## config.mk

```make
export PLATFORM = sky130hd
export DESIGN_NAME = mtm_alu_serializer
export DESIGN_NICKNAME = d
export VERILOG_FILES = /design/src/rtl/mtm_alu_serializer.sv
export SDC_FILE = /design/constraint.sdc
export NUM_CORES = 1
export LEC_CHECK = 0
export ABC_CLOCK_PERIOD_IN_PS = 4950
export CORE_UTILIZATION = 35
export CTS_CLUSTER_SIZE = 24
export DETAILED_ROUTE_END_ITERATION = 12
export GPL_TIMING_DRIVEN = 0
export PLACE_DENSITY_LB_ADDON = 0.3
export SYNTH_ARGS = -nofsm -noshare
export SYNTH_HDL_FRONTEND = slang
export SYNTH_SLANG_ARGS = --single-unit
export TNS_END_PERCENT = 5
```

## constraint.sdc

```tcl
create_clock -name clk -period 4.95 [get_ports clk]
set_input_delay 0.495 -clock clk [delete_from_list [all_inputs] [get_ports clk]]
set_output_delay 0.495 -clock clk [all_outputs]
set_load 0.01 [all_outputs]
```

## src/rtl/mtm_alu_serializer.sv

```systemverilog
// Serial transmitter for the ALU result path: sends C as four data packets plus a
// CTL control packet (or only the control packet for an error) as 11-bit frames on sout.
module mtm_alu_serializer #(
  parameter int BIT_CYCLES = 1
) (
  input  logic        clk,
  input  logic        rst,
  input  logic [31:0] C_in,
  input  logic [7:0]  CTL_in,
  input  logic        valid_in,
  output logic        ready_out,
  output logic        sout
);

  typedef enum logic [2:0] {IDLE, START, TYPE, DATA, STOP} state_t;

  localparam logic [7:0] BAUD_LAST = 8'(BIT_CYCLES - 1);

  state_t      state_q, state_d;
  logic [7:0]  baud_q, baud_d;
  logic [2:0]  bit_q, bit_d;
  logic [2:0]  pkt_q, pkt_d;
  logic [31:0] c_q, c_d;
  logic [7:0]  ctl_q, ctl_d;
  logic        sout_q, sout_d;
  logic        ready_q, ready_d;
  logic [7:0]  curByte;

  always_ff @(posedge clk) begin
    if (rst) begin
      state_q <= IDLE;
      baud_q  <= '0;
      bit_q   <= '0;
      pkt_q   <= '0;
      c_q     <= '0;
      ctl_q   <= '0;
      sout_q  <= 1'b1;
      ready_q <= 1'b0;
    end else begin
      state_q <= state_d;
      baud_q  <= baud_d;
      bit_q   <= bit_d;
      pkt_q   <= pkt_d;
      c_q     <= c_d;
      ctl_q   <= ctl_d;
      sout_q  <= sout_d;
      ready_q <= ready_d;
    end
  end

  // sout and ready_out are registered from the next state, so the start bit
  // appears on the accepting edge itself with no extra latency.
  always_comb begin
    state_d = state_q;
    baud_d  = baud_q;
    bit_d   = bit_q;
    pkt_d   = pkt_q;
    c_d     = c_q;
    ctl_d   = ctl_q;
    curByte = ctl_d;
    sout_d  = 1'b1;
    ready_d = 1'b0;

    case (state_q)
      IDLE: begin
        baud_d = '0;
        if (valid_in && ready_q) begin
          state_d = START;
          c_d     = C_in;
          ctl_d   = CTL_in;
          pkt_d   = CTL_in[7] ? 3'd0 : 3'd4;
          bit_d   = '0;
        end
      end
      default: begin
        if (baud_q == BAUD_LAST) begin
          baud_d = '0;
          case (state_q)
            START: state_d = TYPE;
            TYPE: begin
              state_d = DATA;
              bit_d   = '0;
            end
            DATA: begin
              if (bit_q == 3'd7) state_d = STOP;
              else bit_d = bit_q + 3'd1;
            end
            STOP: begin
              // A nonzero count means data packets remain; the control packet goes last.
              if (pkt_q != 3'd0) begin
                pkt_d   = pkt_q - 3'd1;
                state_d = START;
              end else begin
                state_d = IDLE;
              end
            end
            default: state_d = IDLE;
          endcase
        end else begin
          baud_d = baud_q + 8'd1;
        end
      end
    endcase

    case (pkt_d)
      3'd4:    curByte = c_d[31:24];
      3'd3:    curByte = c_d[23:16];
      3'd2:    curByte = c_d[15:8];
      3'd1:    curByte = c_d[7:0];
      default: curByte = ctl_d;
    endcase

    case (state_d)
      START:   sout_d = 1'b0;
      TYPE:    sout_d = (pkt_d == 3'd0);
      DATA:    sout_d = curByte[3'd7 - bit_d];
      default: sout_d = 1'b1;
    endcase

    ready_d = (state_d == IDLE);
  end

  assign sout      = sout_q;
  assign ready_out = ready_q;

endmodule

```

==> qor.csv, run 1 <==
stage,metric,value,unit
outcome,run_status,"complete, no violations",
detailed_routing,drc,0,
global_route,grt_pass1_wl,13000,µm
critical_path,crit_top_cell,ha_1,
sta,setup_violations,0,
clock_tree,cts_tree,done,
sta,worstMarginPinSlew,0.867,ns
synthesis,yosysUniqueCellTypes,69,
clock_tree,cts-root-buf,clkbuf_8,
sta,final-hold-violation-count,0,
pwr,p_leak,1.45,nW
critical_path,end_kind,register,
detailed_routing,vias_per_cell,5.35,
global_route,gr-total-overflow,0,
pwr,vdd_ir_drop_max,0.147,mV
pwr,power_frac_seq,37.1,%
floorplan,ios,45,
global_route,grt_max_degree,12,
clock_tree,cts_resized,0,
pwr,p_per_area,386,mW/mm²
floorplan,start_util,36.3,%
detailed_routing,drtIter0Drc,139,
floorplan,core_area,0.00876,mm²
global_route,antenna_found_initial,0,
global_route,grt_pass1_vias,2644,
detailed_routing,dr.pass1.iters,5,
synthesis,async_flop_share,0,%
critical_path,required,5.14,ns
synthesis,synthesis.instances,356,
critical_path,max_stage_delay,0.55,ns
sta,drv_slew,0,
floorplan,core.rowCount,34,
critical_path,slowest_stage,mux2i_2,
sta,grt_setup_unrepaired,no,
sta,max_slew_margin,41.9,%
synthesis,synth_top_cell_area_share,37.2,%
sta,period_minus_slack,3.45,ns
clock_tree,cts_max_level,3,
critical_path,critical_path_cell_count,12,
synthesis,yosysSeqAreaShare,37.2,%
detailed_routing,routed_wirelength,8050,µm
detailed_routing,vias,2800,
detailed_routing,wl_per_cell,15.4,µm
synthesis,synth_edf_count,0,
detailed_routing,antenna_left,0,
pwr,switching_power,0.498,mW
critical_path,rrSetupSlack,1.50,ns
critical_path,worst_setup_path_start_kind,register,
synthesis,ys_ff_latch,59,
critical_path,r2r_cells,12,
sta,period_share,69.7,%
critical_path,crit_family,simple AND/OR/NAND/NOR gates,
synthesis,avgSynthCellArea,8.92,µm²
sta,tns,0,ns
synthesis,yosys_warnings,0,
pwr,p_clk_share,31.9,%
synthesis,syn_area,0.00318,mm²
pwr,internal_power,1.03,mW
clock_tree,path_clk_slew,0.07,ns
clock_tree,post-cts-setup-buffer-count,0,
pwr,p_sw_share,32.6,%
layout,drive_gt1_share,13.7,%
sta,hold_ws,0.456,ns
pwr,pwr-share-comb,31.0,%
layout,insertedDiodeCount,0,
placement,gp_congestion,0.826,
worst_hold_path,min_path_cells,2,
floorplan,die-width,97.3,µm
floorplan,die_area,0.00946,mm²
run,cap_viol_max_count,0,
synthesis,synth_area_leader_cell,dfxtp_1,
synthesis,postSynthNetCount,405,
critical_path,crit_path_max_fanout,7,
critical_path,crit_chain,inv_1 > ha_1 > ha_1 > nor4b_2 > and3_1 > buf_6 > mux2i_2 > a221oi_1 > a31oi_1 > a211oi_1 > nor4_1 > o221ai_1,
critical_path,worst-path-buf-inv,2,
layout,nets,459,
placement,portBuffers,43,
clock_tree,cts_made_buffers,9,
clock_tree,cts.sinks,59,
sta,timing.fmax,0.290,GHz
synthesis,synth_ff_type,dfxtp_1,
worst_hold_path,hold_path_class,reg -> reg,
clock_tree,clk_latency,0.35,ns
global_route,grt_use_total,17.4,%
sta,fin_worst_skew,0.00815,ns
placement,post-dp-hpwl,5980,µm
clock_tree,clockBufferDepth,2,
synthesis,synthTopCellsByArea,"dfxtp_1 (37%), mux2i_1 (8.2%), nand2_1 (7.3%), nor2_1 (4.6%), a21oi_1 (4.3%)",
layout,synthToLayoutAreaGrowth,24.6,%
critical_path,worstPathArrival,3.64,ns
critical_path,worstSetupPathType,reg -> reg,
clock_tree,cts_hold_repair.buffers,0,
floorplan,die_h,97.3,µm
## metrics by stage
step	power (mW)	setup WS, ns	area (µm²)	utilization [%]	instances
after floorplan	0.909	2.28	3180	-	356
after global placement	1.04	1.66	3740	42.7	507
after detailed placement	1.05	1.64	3740	42.7	507
after CTS	1.53	1.62	3960	45.2	523
after global routing	1.61	1.36	3960	45.2	523
final	1.53	1.50	3960	45.2	523
## metal layers
metal	vias up	wire (µm)	track usage (%)
met4	0	87	5.66
met1	1345	4000	23.3
met2	64	3560	27.2
met5	-	0	0
li1	1383	-	-
met3	8	404	4.82
## state kept, by name, summed over array words and instances, names as in the netlist
signal / count
sout: 1
pkt_q: 3
ready_out: 1
baud_q: 8
bit_q: 3
ctl_q: 8
c_q: 32
state_q: 3
## kinds of logic (layout without fill, tap and decap cells)
| family | Yosys count | count (layout) | share of synthesized area, % |
|---|---|---|---|
| adders and majority gates | 6 | 6 | 2.36 |
| AOI/OAI and AO/OA | 80 | 80 | 19.6 |
| xor gates and xnor gates | 6 | 6 | 1.65 |
| DFF | 59 | 59 | 37.2 |
| muxes | 33 | 33 | 10.8 |
| and+or+nand+nor | 143 | 143 | 22.4 |
| buffers and inverters | 29 | 88 | 6.07 |
## power by group through the flow
stage / Clock [mW] / Sequential, mW / Combinational [mW]
CTS: 0.494 / 0.568 / 0.473
global route: 0.518 / 0.575 / 0.515
detailed placement: 0 / 0.579 / 0.470
global placement: 0 / 0.576 / 0.466
floorplan: 0 / 0.574 / 0.336
finish: 0.487 / 0.568 / 0.474
## cell usage in the layout, fill, tap and decap left out, drive strengths merged, types with 7 or more instances in the layout
cell / synthesis / routed
a221oi: 8 / 8
nand3: 9 / 9
inv: 8 / 8
a21oi: 27 / 27
o21ai: 7 / 7
nand2: 63 / 63
buf: 10 / 10
mux2i: 27 / 27
clkbuf: 11 / 20
nor2: 41 / 41
clkdlybuf4s50: 0 / 43
dfxtp: 59 / 59
## worst register-to-register path, cell delays in order, from the launching register on
cell,delay (ns)
dfxtp_1,0.35
inv_1,0.11
ha_1,0.23
ha_1,0.22
nor4b_2,0.36
and3_1,0.22
buf_6,0.14
mux2i_2,0.55
a221oi_1,0.15
a31oi_1,0.34
a211oi_1,0.10
nor4_1,0.30
o221ai_1,0.22
## cell usage after synthesis, types with 2 or more instances
library cell,count
a221o_1,2
a31oi_1,3
nor2_4,2
xnor2_1,3
o21ai_1,3
mux2i_1,26
buf_4,3
nor3_1,2
clkbuf_1,9
o211ai_1,5
nor2b_1,3
clkbuf_8,2
nor4_1,2
a221oi_1,7
xor2_1,3
o21ai_2,2
ha_1,6
nand3_1,8
inv_1,8
nand2_1,62
a32oi_1,2
and2_1,2
o21ai_0,2
a21oi_1,27
a211oi_1,6
dfxtp_1,59
mux2_2,5
nand4_1,3
buf_6,7
and3_1,5
nor2_1,39
## area by class of cell
| type | count | area (µm²) |
|---|---|---|
| plain buffers | 21 | 163 |
| clock buffers | 9 | 124 |
| clock inverters | 7 | 92.6 |
| fillers | 882 | 4800 |
| inverters | 8 | 30.0 |
| multi-input cells | 268 | 1800 |
| flip-flops and latches | 59 | 1180 |
| well taps | 108 | 135 |
| repair buffers | 43 | 430 |
## worst paths after layout
check | from | to
max | pkt_q[0] | sout
min | c_q[27] | c_q[27]
max reg2reg | pkt_q[0] | sout
min reg2reg | c_q[27] | c_q[27]
Power figures use the tool's default switching activity.
==> run 2: changes to the inputs <==
Settings changed: ABC_CLOCK_PERIOD_IN_PS 4950 to 3000.
Clock period 4.95 ns to 3 ns, I/O delays scaled along.
==> run 2 against run 1 <==
Core utilization increased by 1.9 points. Sequential power increased by 65%. Combinational power grew 71%. First-iteration DRC count up 7.2%. Critical endpoint unchanged.
==> qor.csv, run 2 (same netlist as run 1, synthesis figures left out) <==
stage,metric,value,unit,change
run,cap_viol_max_count,0,,unchanged
floorplan,core_area,0.00876,mm²,unchanged
placement,dpl-instance-area,0.00374,mm²,unchanged
pwr,p_clk_share,31.5,%,-0.4 points
floorplan,ios,45,,unchanged
detailed_routing,antenna_left,0,,unchanged
clock_tree,cts_max_level,3,,unchanged
pwr,power_frac_seq,36.7,%,-0.4 points
floorplan,start_util,36.3,%,unchanged
layout,fin_cells,530,,+1.3%
pwr,p_sw_share,32.9,%,+0.30 points
global_route,grt_pass1_vias,2672,,+1.1%
sta,drv_slew,0,,unchanged
detailed_routing,dr.pass1.iters,4,,-1
critical_path,worst_setup_path_start_kind,register,,
detailed_routing,routed_wirelength,8330,µm,+3.6%
clock_tree,clockBufferDepth,2,,unchanged
clock_tree,cts-root-buf,clkbuf_8,,
layout,n_fill_cell,861,,-2.4%
layout,mostFrequentLayoutCells,"nand2_1 (62), dfxtp_1 (57), clkdlybuf4s50_1 (43), nor2_1 (39), a21oi_1 (27)",,
sta,period_minus_slack,2.88,ns,-0.572 ns
global_route,antenna_found_initial,0,,unchanged
placement,gp_congestion,0.826,,unchanged
detailed_routing,drc,0,,unchanged
placement,post-dp-hpwl,5980,µm,unchanged
global_route,grt_use_total,17.5,%,+0.061 points
layout,nets,466,,+1.5%
global_route,gr-total-overflow,0,,unchanged
placement,dpl_worst_slack,-0.314,ns,-1.95 ns
layout,drive_gt1_share,17.8,%,+4.0 points
layout,synthToLayoutAreaGrowth,30.0,%,
floorplan,die_h,97.3,µm,unchanged
layout,fin_area,0.00413,mm²,+4.3%
critical_path,required,3.22,ns,-1.92 ns
pwr,internal_power,1.71,mW,+66%
clock_tree,cts_tree,done,,
pwr,fin_total_pwr,2.55,mW,+67%
clock_tree,cts_made_buffers,9,,unchanged
clock_tree,clk_latency,0.35,ns,about the same
sta,timing.fmax,0.348,GHz,+20%
critical_path,worstSetupPathType,reg -> reg,,
sta,final-hold-violation-count,0,,unchanged
critical_path,max_stage_delay,0.35,ns,-0.20 ns
detailed_routing,wl_per_cell,15.7,µm,+2.2%
sta,worstMarginPinSlew,0.581,ns,-0.285 ns
layout,largestRegisters,"c_q x32, baud_q x8, ctl_q x8",,
sta,setup_violations,0,,unchanged
floorplan,core.rowCount,34,,unchanged
critical_path,slowest_stage,dfxtp_2,,
critical_path,crit_path_max_fanout,5,,-2
sta,fin_ws,0.124,ns,-1.38 ns
placement,portBuffers,43,,unchanged
clock_tree,path_clk_slew,0.08,ns,about the same
layout,top_register,c_q,,
pwr,vdd_ir_drop_max,0.244,mV,+66%
sta,hold_ws,0.253,ns,-0.203 ns
global_route,grt_max_degree,12,,unchanged
detailed_routing,vias_per_cell,5.37,,+0.30%
critical_path,worstPathArrival,3.09,ns,-0.55 ns
outcome,run_status,"complete, no violations",,
pwr,pwr-share-comb,31.8,%,+0.8 points
sta,grt_setup_unrepaired,no,,
sta,max_slew_margin,61.0,%,+19 points
sta,fin_worst_skew,0.0122,ns,+0.00409 ns
floorplan,die_area,0.00946,mm²,unchanged
critical_path,crit_chain,inv_2 > ha_2 > ha_4 > nor4b_4 > nand4_1 > o21ai_4 > buf_2 > buf_4 > mux2_2 > o211ai_1 > a41o_1 > o221ai_2,,
pwr,p_leak,1.51,nW,+3.8%
detailed_routing,drtIter0Drc,149,,+7.2%
clock_tree,cts.sinks,59,,unchanged
critical_path,end_kind,register,,
layout,insertedDiodeCount,0,,unchanged
placement,dp_cells,507,,unchanged
pwr,p_per_area,618,mW/mm²,+60%
sta,period_share,95.9,%,+26 points
pwr,switching_power,0.839,mW,+69%
detailed_routing,vias,2846,,+1.6%
global_route,grt_pass1_wl,13100,µm,+0.48%
clock_tree,cts_hold_repair.buffers,0,,unchanged
layout,largest_reg_flops,32,,unchanged
floorplan,die-width,97.3,µm,unchanged
worst_hold_path,hold_path_class,in -> reg,,
layout,final_common_cell,nand2_1,,
-- run 2: area by class of cell --
| cell class | instances | area, µm² | area share [%] |
|---|---|---|---|
| plain buffers | 21 | 175 | 4.24 |
| clock buffers | 9 | 124 | 3.00 |
| clock inverters | 7 | 92.6 | 2.24 |
| inverters | 8 | 30.0 | 0.727 |
| multi-input cells | 268 | 1890 | 45.8 |
| flip-flops and latches | 59 | 1190 | 28.7 |
| well taps | 108 | 135 | 3.27 |
| repair buffers | 50 | 493 | 11.9 |
-- run 2: final timing paths --
kind         startpoint  endpoint  slack, ns  cells past startpoint
max            pkt_q[0]      sout       0.12                     12
min                 rst      sout       0.25                      3
max reg2reg    pkt_q[0]      sout       0.12                     12
min reg2reg     c_q[27]   c_q[27]       0.46                      2
-- run 2: stage by stage --
stage               util [%]  TNS (ns)
global route            47.1         0
CTS                     45.6         0
floorplan                  -         0
detailed placement      42.7    -0.314
global placement        42.7    -0.288
finish                  47.1         0
-- run 2: power by group through the flow --
stage | Sequential (mW) | Combinational, mW | Clock [mW]
3_3_place_gp | 0.950 | 0.769 | 0
4_1_cts | 0.939 | 0.783 | 0.815
5_1_grt | 0.950 | 0.876 | 0.861
6_report | 0.938 | 0.811 | 0.804
2_1_floorplan | 0.946 | 0.554 | 0
3_5_place_dp | 0.955 | 0.776 | 0
-- run 2: critical path, delay by kind of cell, from the launching register on --
family | cells | cell delay [ns]
AOI/OAI and AO/OA | 4 | 0.68
and+or+nand+nor | 2 | 0.60
buffers and inverters | 3 | 0.41
adders and majority gates | 2 | 0.38
DFF | 1 | 0.35
muxes | 1 | 0.33
-- run 2: what timing repair did --
action / in CTS / in global routing
gates resized for setup: 3 / 18
setup endpoints to repair: 1 / 1
buffers inserted: 2 / 4
pin swaps: 3 / 5
cloned: 0 / 1
-- run 2: layer usage --
layer | part of all wire (%) | vias to the layer above | GRT usage (%)
met5 | 0 | - | 0
met3 | 4.8 | 13 | 5.11
met2 | 45 | 65 | 27.2
met4 | 1.6 | 0 | 6.11
li1 | - | 1400 | -
met1 | 49 | 1368 | 23.1
